### config.mk
export PLATFORM = sky130hd
export DESIGN_NAME = temp_alarm_monitor
export DESIGN_NICKNAME = d
export VERILOG_FILES = /design/src/rtl/temp_alarm_monitor.sv
export SDC_FILE = /design/constraint.sdc
export NUM_CORES = 1
export LEC_CHECK = 0
export ABC_AREA = 0
export BUFFER_PORTS_ARGS = -buffer_cell sky130_fd_sc_hd__buf_2
export CAP_MARGIN = 0
export CELL_PAD_IN_SITES_DETAIL_PLACEMENT = 1
export CELL_PAD_IN_SITES_GLOBAL_PLACEMENT = 2
export CORE_MARGIN = 3
export CORE_UTILIZATION = 25
export DETAILED_ROUTE_END_ITERATION = 10
export PLACE_DENSITY_LB_ADDON = 0.1
export SETUP_SLACK_MARGIN = 0.05
export SYNTH_ARGS = -nofsm -noshare
export SYNTH_HDL_FRONTEND = slang
export SYNTH_SLANG_ARGS = --single-unit
### constraint.sdc
create_clock -name clk -period 1.6 [get_ports clk]
set_input_delay 0.08 -clock clk [delete_from_list [all_inputs] [get_ports clk]]
set_output_delay 0.08 -clock clk [all_outputs]
set_load 0.005 [all_outputs]
### src/rtl/temp_alarm_monitor.sv
// Over-temperature detector: hysteresis thresholds plus CONFIRM-sample qualification on entry and exit.
// Optional ALARM_STICKY_EN macro latches alarm_active until alarm_clr is seen in NORMAL.
module temp_alarm_monitor #(
  parameter int DATA_W  = 16,
  parameter int CONFIRM = 4
) (
  input  logic              clk,
  input  logic              reset,
  input  logic              temp_valid,
  input  logic [DATA_W-1:0] temp_data,
  input  logic [DATA_W-1:0] thr_high,
  input  logic [DATA_W-1:0] thr_low,
`ifdef ALARM_STICKY_EN
  input  logic              alarm_clr,
`endif
  output logic              alarm_pulse,
  output logic              alarm_active,
  output logic              cfg_err
);

  localparam int CNT_W = (CONFIRM < 2) ? 1 : $clog2(CONFIRM + 1);
  localparam logic [CNT_W-1:0] CONFIRM_C = CNT_W'(CONFIRM);

  typedef enum logic [1:0] {NORMAL, PEND_HI, ALARM, PEND_LO} state_t;

  state_t           state_reg, state_next;
  logic [CNT_W-1:0] cnt_reg, cnt_next, cnt_inc;
  logic             pulse_reg, pulse_next;
  logic             active_reg, active_next;
  logic             cfg_err_reg;
  logic             is_high, is_low, cfg_bad, in_alarm_next;

  assign is_high = $signed(temp_data) >= $signed(thr_high);
  assign is_low  = $signed(temp_data) <  $signed(thr_low);
  assign cfg_bad = $signed(thr_low)   >  $signed(thr_high);
  assign cnt_inc = cnt_reg + 1'b1;

  always_ff @(posedge clk or posedge reset) begin
    if (reset) begin
      state_reg   <= NORMAL;
      cnt_reg     <= '0;
      pulse_reg   <= 1'b0;
      active_reg  <= 1'b0;
      cfg_err_reg <= 1'b0;
    end else begin
      state_reg   <= state_next;
      cnt_reg     <= cnt_next;
      pulse_reg   <= pulse_next;
      active_reg  <= active_next;
      cfg_err_reg <= cfg_bad;
    end
  end

  always_comb begin
    state_next = state_reg;
    cnt_next   = cnt_reg;
    if (cfg_bad) begin
      state_next = NORMAL;
      cnt_next   = '0;
    end else if (temp_valid) begin
      case (state_reg)
        NORMAL: begin
          if (is_high) begin
            if (CONFIRM == 1) begin
              state_next = ALARM;
              cnt_next   = '0;
            end else begin
              state_next = PEND_HI;
              cnt_next   = CNT_W'(1);
            end
          end
        end
        PEND_HI: begin
          if (!is_high) begin
            state_next = NORMAL;
            cnt_next   = '0;
          end else if (cnt_inc == CONFIRM_C) begin
            state_next = ALARM;
            cnt_next   = '0;
          end else begin
            cnt_next = cnt_inc;
          end
        end
        ALARM: begin
          if (is_low) begin
            if (CONFIRM == 1) begin
              state_next = NORMAL;
              cnt_next   = '0;
            end else begin
              state_next = PEND_LO;
              cnt_next   = CNT_W'(1);
            end
          end
        end
        PEND_LO: begin
          if (!is_low) begin
            state_next = ALARM;
            cnt_next   = '0;
          end else if (cnt_inc == CONFIRM_C) begin
            state_next = NORMAL;
            cnt_next   = '0;
          end else begin
            cnt_next = cnt_inc;
          end
        end
        default: begin
          state_next = NORMAL;
          cnt_next   = '0;
        end
      endcase
    end
  end

  // Only a fresh entry pulses; falling back from PEND_LO to ALARM is not an entry.
  always_comb begin
    in_alarm_next = (state_next == ALARM) || (state_next == PEND_LO);
    pulse_next    = !cfg_bad && (state_next == ALARM) &&
                    ((state_reg == NORMAL) || (state_reg == PEND_HI));
  end

`ifdef ALARM_STICKY_EN
  // The level stays latched after recovery until acknowledged while NORMAL.
  always_comb begin
    active_next = active_reg;
    if (cfg_bad)
      active_next = 1'b0;
    else if (in_alarm_next)
      active_next = 1'b1;
    else if (alarm_clr && (state_reg == NORMAL))
      active_next = 1'b0;
  end
`else
  always_comb begin
    active_next = in_alarm_next;
  end
`endif

  assign alarm_pulse  = pulse_reg;
  assign alarm_active = active_reg;
  assign cfg_err      = cfg_err_reg;

endmodule
## Yosys cells after proc, flatten, opt, wreduce, memory -nomap -nowiden

Index checks and enable logic that the tools add are counted.

- Register bits after elaboration: 8
- Output and inout port bits: 3
- Word-level logic and storage cells: 42

- Add/subtract/negate cells: 1
- Order comparisons: 3
- Equality and inequality tests: 8
- Muxes and demuxes: 17
- Reductions and logical operators: 8

Operators with widths:

| operator | number |
|---|---|
| 3-bit two-way mux | 7 |
| 16-bit >= comparator | 1 |
| 16-bit greater-than comparator | 1 |
| 16-bit less-than comparator | 1 |
| 2-bit two-way mux | 8 |
| 3-bit case mux with 4 select lines | 1 |
| 2-bit == test, second input constant | 4 |
| 2-bit case mux with 4 select lines | 1 |
| 3-bit inequality test, second input constant | 2 |
| 3-bit by 1-bit adder with 3-bit output, second input constant | 1 |
| 3-bit == test, second input constant | 1 |
| 3-bit AND reduction | 1 |
| 2-bit by 1-bit == test with 1-bit output, second input constant | 1 |
| 1-bit logical AND | 2 |
| 2-bit logical NOT | 1 |
| 1-bit logical OR | 2 |
| 2-bit nonzero test | 1 |
| 1-bit logical NOT | 1 |

## Depth between registers and ports, before layout

- Depth in word-level cells: 10
- Mapped depth: 9
- Mapped depth without buffers: 9

## Worst setup path after synthesis

OpenSTA, ideal clock, no wires.

- Kind: input -> register
- Start point: input thr_high[5]
- End point: register cnt_reg[1]
- Library setup time: 0.134 ns
- Data arrival time: 1.570 ns
- Data required time: 1.466 ns
- Slack: -0.104 ns
- Stages: 9
- Cell sequence: inv_1 > ha_1 > a211oi_2 > o211ai_1 > a21oi_1 > o21bai_4 > mux2_2 > o21ai_1 > a21oi_1

- Word-level cells in the longest chain between the ends: 5
- Elaborated cells between the ends (all ways): 10

Ends and longest elaborated chain:

| item | RTL line | source |
|---|---|---|
| start, declared | 11 | `input logic [DATA_W-1:0] thr_high,` |
| 16-bit >= comparator | 33 | `assign is_high = $signed(temp_data) >= $signed(thr_high);` |
| 3-bit two-way mux | 74 | `if (!is_high) begin` |
| 3-bit case mux with 4 select lines | 61 | `case (state_reg)` |
| 3-bit two-way mux | 60 | `end else if (temp_valid) begin` |
| 3-bit two-way mux | 57 | `if (cfg_bad) begin` |
| end signal, assigned | 47 | `cnt_reg <= cnt_next;` |
| end, declared | 27 | `logic [CNT_W-1:0] cnt_reg, cnt_next, cnt_inc;` |

Parallel ways exist; a longest one is shown, timed or not. The select of a mux whose other input is x is not followed.
A chain may end at the register's enable or synchronous reset.

## Worst setup path after layout

- Start point: input thr_high[12]
- End point: register cnt_reg[2]

The elaborated chain is that of the path after synthesis.

==> results.txt <==
- Number of global-route vias before repair: about 2k
- The final route contains 1841 vias.
- Maximum clock path buffer count: 2
- Area leader, netlist: sky130_fd_sc_hd__ha_1
- Once detailed placement completed, the half-perimeter wirelength came to around 4.6 mm.
- Kind of launch point of the worst setup path: primary input
- Syn Inst Count: about 200
- Clock skew on the completed layout was measured at approximately 0.0019 ns.
- Global routing finished with a remaining overflow of 0.
* Largest net degree at the start of global routing: 9
* Count of nets after finishing: 400
- IR analysis of the VDD net gives a maximum drop of roughly 0.50 mV.
* Slew at the pin closest to its max-slew limit: 0.400 ns
- Counting tap cells, the placed design contains a total of 366 instances.
* Dominant combinational cell family by area after synthesis: adder cells
* Highest clock frequency the design can meet: roughly 630 MHz
* WL/cell: 14.2 um
- Clock tree from TritonCTS: done
- The synthesized netlist devotes between 30% and 40% of its cell area to adder and majority cells.
- In this run switching power makes up 36.0% of total power.
- Design Power: 1200 uW
* Top sig layer: met4
* DRC viols: 0
* Avg Synthesized Cell Area: 8.42 um^2
- In this run the number of H-tree levels came out at 1.
- Post-synthesis share of cell area spent on xor and xnor gates: 0%
- Distinct cells, synth: between 40 and 50
* Sequential element share of the synthesized area: around 12%
- Total clock buffers created by CTS: 3
- Initial Utilization: 26.4%
* Port buffer count: 53
* Final Cycle Share: a little over nine tenths
- Clock sink count: 8
- Area growth from synthesis to layout: 73.4%
* Remaining number of nets flagged by the antenna check after routing: 0
* Minimum setup slack among reg-to-reg paths: roughly 0.080 ns
- Core Box Area: 6530 um^2
- The worst hold path begins at temp_valid.
- Largest fanout of any net on the critical path: 4
- The max-slew violation count came to 0.
- Across the run, the number of max-cap violations was 0.
* RSZ-0062 raised after global routing: yes
* Final-layout setup total negative slack: 0 ns
- Summing every instance area after synthesis gives roughly 1700 um^2.
* Reg-to-Reg Start: cnt_reg[0]
- Final hold viol count: 0
- Relative slew margins: between 70% and 80%
- The finished layout holds 375 standard cells, fillers aside.
* Synthesized Nets: 305
- Power Density: between 400 and 500 nW/um^2
- Die Outline Area: 7940 um^2
- Global routing consumed, over all layers together, 14.1% of the routing resources.
- During synthesis, Yosys emitted a total of 0 warnings.
- The die is about 90 um wide.
- In the routed layout, each cell is associated on average with a via count of 4.91.
* Ant diodes: 0
- The clock network is responsible for around 20% of the overall power.
- Detailed router's first-iteration violation count: 19
* Critical path data arrival time: between 1.5 and 2 ns
* Site row count: 29
* Top cells by area in the synthesized netlist: sky130_fd_sc_hd__ha_1, sky130_fd_sc_hd__dfrtp_1, sky130_fd_sc_hd__inv_1
- Final Setup Violations: 0
* Status: finished, final reports clean
* Worst Hold Path EP: state_reg[0]
- During I/O placement, the number of pins put on the boundary was 54.
- After layout, the minimum clock period comes to 1.58 ns.
- The synthesized netlist devotes between 20% and 30% of its cell area to compound gates.
- Leak Pwr: ~0.0014 uW
- Total wirelength of the detailed-routed design: between 5 and 6 mm
- The synthesized netlist devotes 20.1% of its cell area to simple gates.
* Hold Crit Class: primary input to flop
- The first global-routing pass estimated a little under 9 mm of wire.
- Share of cells above drive strength 1: roughly 58%
- Reg-to-reg endpoint: alarm_active
- Detailed routing placed a total of 185 um of wire on met3.
* Worst path required time: between 1.5 and 2 ns
- Class of the most critical setup path: primary input to flop
- Met2 wirelength from detailed routing: between 2 and 3 mm
- After clock tree synthesis, the clock-pin slew on the worst setup and hold paths is 0.04 ns.
- For this design the total switching power over the nets is 431 uW.
* Number of synthesized register bits: 8
* Relative contribution of sequential cells to total power: a little under a fifth
- Initial antenna violation count: 0
* Kind of end point of the critical path: flop
* Max reg flops: 3
- From bottom edge to top edge, the die measures approximately 90 um.
* Number of optimization iterations in the first detailed-route pass: 4
* Number of cells traversed by the worst hold path: 3
* Worst Reg2Reg Path Length in Cells: 7
- Gpl congestion: roughly 0.74
- Summed over its instances, the top area cell type makes up between 30% and 40% of the synthesized netlist area.
- Portion of total power attributed to combinational logic: roughly 62%
- For this block, wires on met1 add up to 2.55 mm.
* Multiplexer area fraction after synthesis: around 2.0%
* Internal Power: about 770 uW
- For the worst-skew pair, the clock arrives at the later sink with an insertion delay of 0.23 ns.
- The root buffer cell chosen for the clock tree is sky130_fd_sc_hd__clkbuf_8.
-- power by group through the flow --
stage / clock [uW] / combinational [uW] / sequential, uW
after floorplan: 0 / 340 / 222
after global placement: 0 / 598 / 222
after detailed placement: 0 / 604 / 223
after CTS: 243 / 729 / 220
after global routing: 260 / 836 / 221
final: 235 / 743 / 220
-- synthesized netlist by cell type --
cell type / number
sky130_fd_sc_hd__a21oi_1: 15
sky130_fd_sc_hd__nand4_1: 7
sky130_fd_sc_hd__and2b_1: 1
sky130_fd_sc_hd__nor3b_1: 1
sky130_fd_sc_hd__nand2b_1: 1
sky130_fd_sc_hd__a221oi_1: 1
sky130_fd_sc_hd__o21ai_1: 4
sky130_fd_sc_hd__ha_1: 49
sky130_fd_sc_hd__dfrtp_1: 8
sky130_fd_sc_hd__a211oi_1: 3
sky130_fd_sc_hd__o21a_1: 3
sky130_fd_sc_hd__o21ai_0: 5
sky130_fd_sc_hd__o221ai_1: 1
sky130_fd_sc_hd__a211oi_2: 2
sky130_fd_sc_hd__a21o_1: 7
sky130_fd_sc_hd__inv_1: 39
sky130_fd_sc_hd__nor3_1: 6
sky130_fd_sc_hd__and4_2: 1
sky130_fd_sc_hd__and3_1: 2
sky130_fd_sc_hd__mux2i_4: 1
sky130_fd_sc_hd__nor3_4: 1
sky130_fd_sc_hd__a31oi_1: 2
sky130_fd_sc_hd__o311ai_1: 1
sky130_fd_sc_hd__nand3_1: 5
sky130_fd_sc_hd__mux2_2: 1
sky130_fd_sc_hd__o211ai_1: 2
sky130_fd_sc_hd__a2111oi_2: 1
sky130_fd_sc_hd__o211a_1: 1
sky130_fd_sc_hd__nand2b_4: 1
sky130_fd_sc_hd__nor4_4: 1
sky130_fd_sc_hd__or2b_1: 1
sky130_fd_sc_hd__nor2_1: 6
sky130_fd_sc_hd__a32oi_1: 2
sky130_fd_sc_hd__nand4b_1: 1
sky130_fd_sc_hd__and4_1: 2
sky130_fd_sc_hd__nand4_2: 1
sky130_fd_sc_hd__o21bai_4: 1
sky130_fd_sc_hd__nand2_1: 10
sky130_fd_sc_hd__nor2b_1: 6
sky130_fd_sc_hd__nand3_2: 1
sky130_fd_sc_hd__a2111oi_4: 1
-- per-layer routing --
layer,vias up,GRT usage [%]
li1,943,-
met1,858,18.8
met2,38,25.1
met3,2,2.03
met4,0,0.812
met5,-,0
-- layout by cell type, fill, tap and decap left out, types with 6 or more instances in the layout --
| cell | count |
|---|---|
| sky130_fd_sc_hd__nand4_1 | 7 |
| sky130_fd_sc_hd__ha_4 | 29 |
| sky130_fd_sc_hd__inv_2 | 13 |
| sky130_fd_sc_hd__buf_4 | 32 |
| sky130_fd_sc_hd__nand2_1 | 9 |
| sky130_fd_sc_hd__inv_1 | 23 |
| sky130_fd_sc_hd__ha_1 | 19 |
| sky130_fd_sc_hd__nor2_1 | 6 |
| sky130_fd_sc_hd__buf_6 | 13 |
| sky130_fd_sc_hd__buf_2 | 43 |
| sky130_fd_sc_hd__a21o_1 | 7 |
| sky130_fd_sc_hd__dfrtp_1 | 8 |
| sky130_fd_sc_hd__a21oi_1 | 12 |
-- worst max-delay path: stages --
cell and delay (ns):
sky130_fd_sc_hd__buf_2 0.10, sky130_fd_sc_hd__inv_2 0.08, sky130_fd_sc_hd__buf_4 0.13, sky130_fd_sc_hd__ha_4 0.20
sky130_fd_sc_hd__and4_4 0.18, sky130_fd_sc_hd__a2111oi_4 0.45, sky130_fd_sc_hd__mux2i_4 0.15, sky130_fd_sc_hd__a32oi_2 0.23
sky130_fd_sc_hd__a21oi_1 0.08
-- worst max-delay path by stage --
stage                 start            to  slack (ns)
6_report       thr_high[12]    cnt_reg[2]        0.02
5_1_grt         thr_high[1]    cnt_reg[0]       -0.07
4_1_cts          cnt_reg[0]  alarm_active        0.03
3_5_place_dp   thr_high[12]  alarm_active       -0.51
3_3_place_gp   thr_high[12]  alarm_active       -0.49
2_1_floorplan   thr_low[14]    cnt_reg[1]        0.04
-- area by class of cell --
class / instances / area [um^2]
fill: 757 / 3540
multi-input combinational: 158 / 1880
timing repair buffer: 90 / 627
sequential: 8 / 200
inverter: 39 / 154
tap: 77 / 96.3
clock buffer: 3 / 41.3
-- logic make-up (layout without fill, tap and decap cells) --
kind of cell    count (synthesis)  in the layout
compound gates                 52             52
fa+ha+maj                      49             49
mux                             2              2
flops                           8              8
simple gates                   55             55
buf+inv                        39            132
-- what timing repair did --
action,CTS,global route
buffers inserted,5,1
pin swaps,28,10
endpoints found under the setup margin,8,7
resized for setup,62,11
hold endpoints to repair,8,0
hold buffers,1,0
-- stage by stage --
stage	hold slack (ns)	setup WS (ns)	instance area, um^2	utilization, %
3_3_place_gp	0.0314	-0.491	2490	38.1
2_1_floorplan	-0.104	0.0420	1900	-
5_1_grt	0.184	-0.0681	2990	45.8
3_5_place_dp	0.0430	-0.506	2490	38.1
4_1_cts	0.176	0.0310	2920	44.8
6_report	0.174	0.0167	2990	45.8
Note: power is estimated with default switching activity, not from simulation.
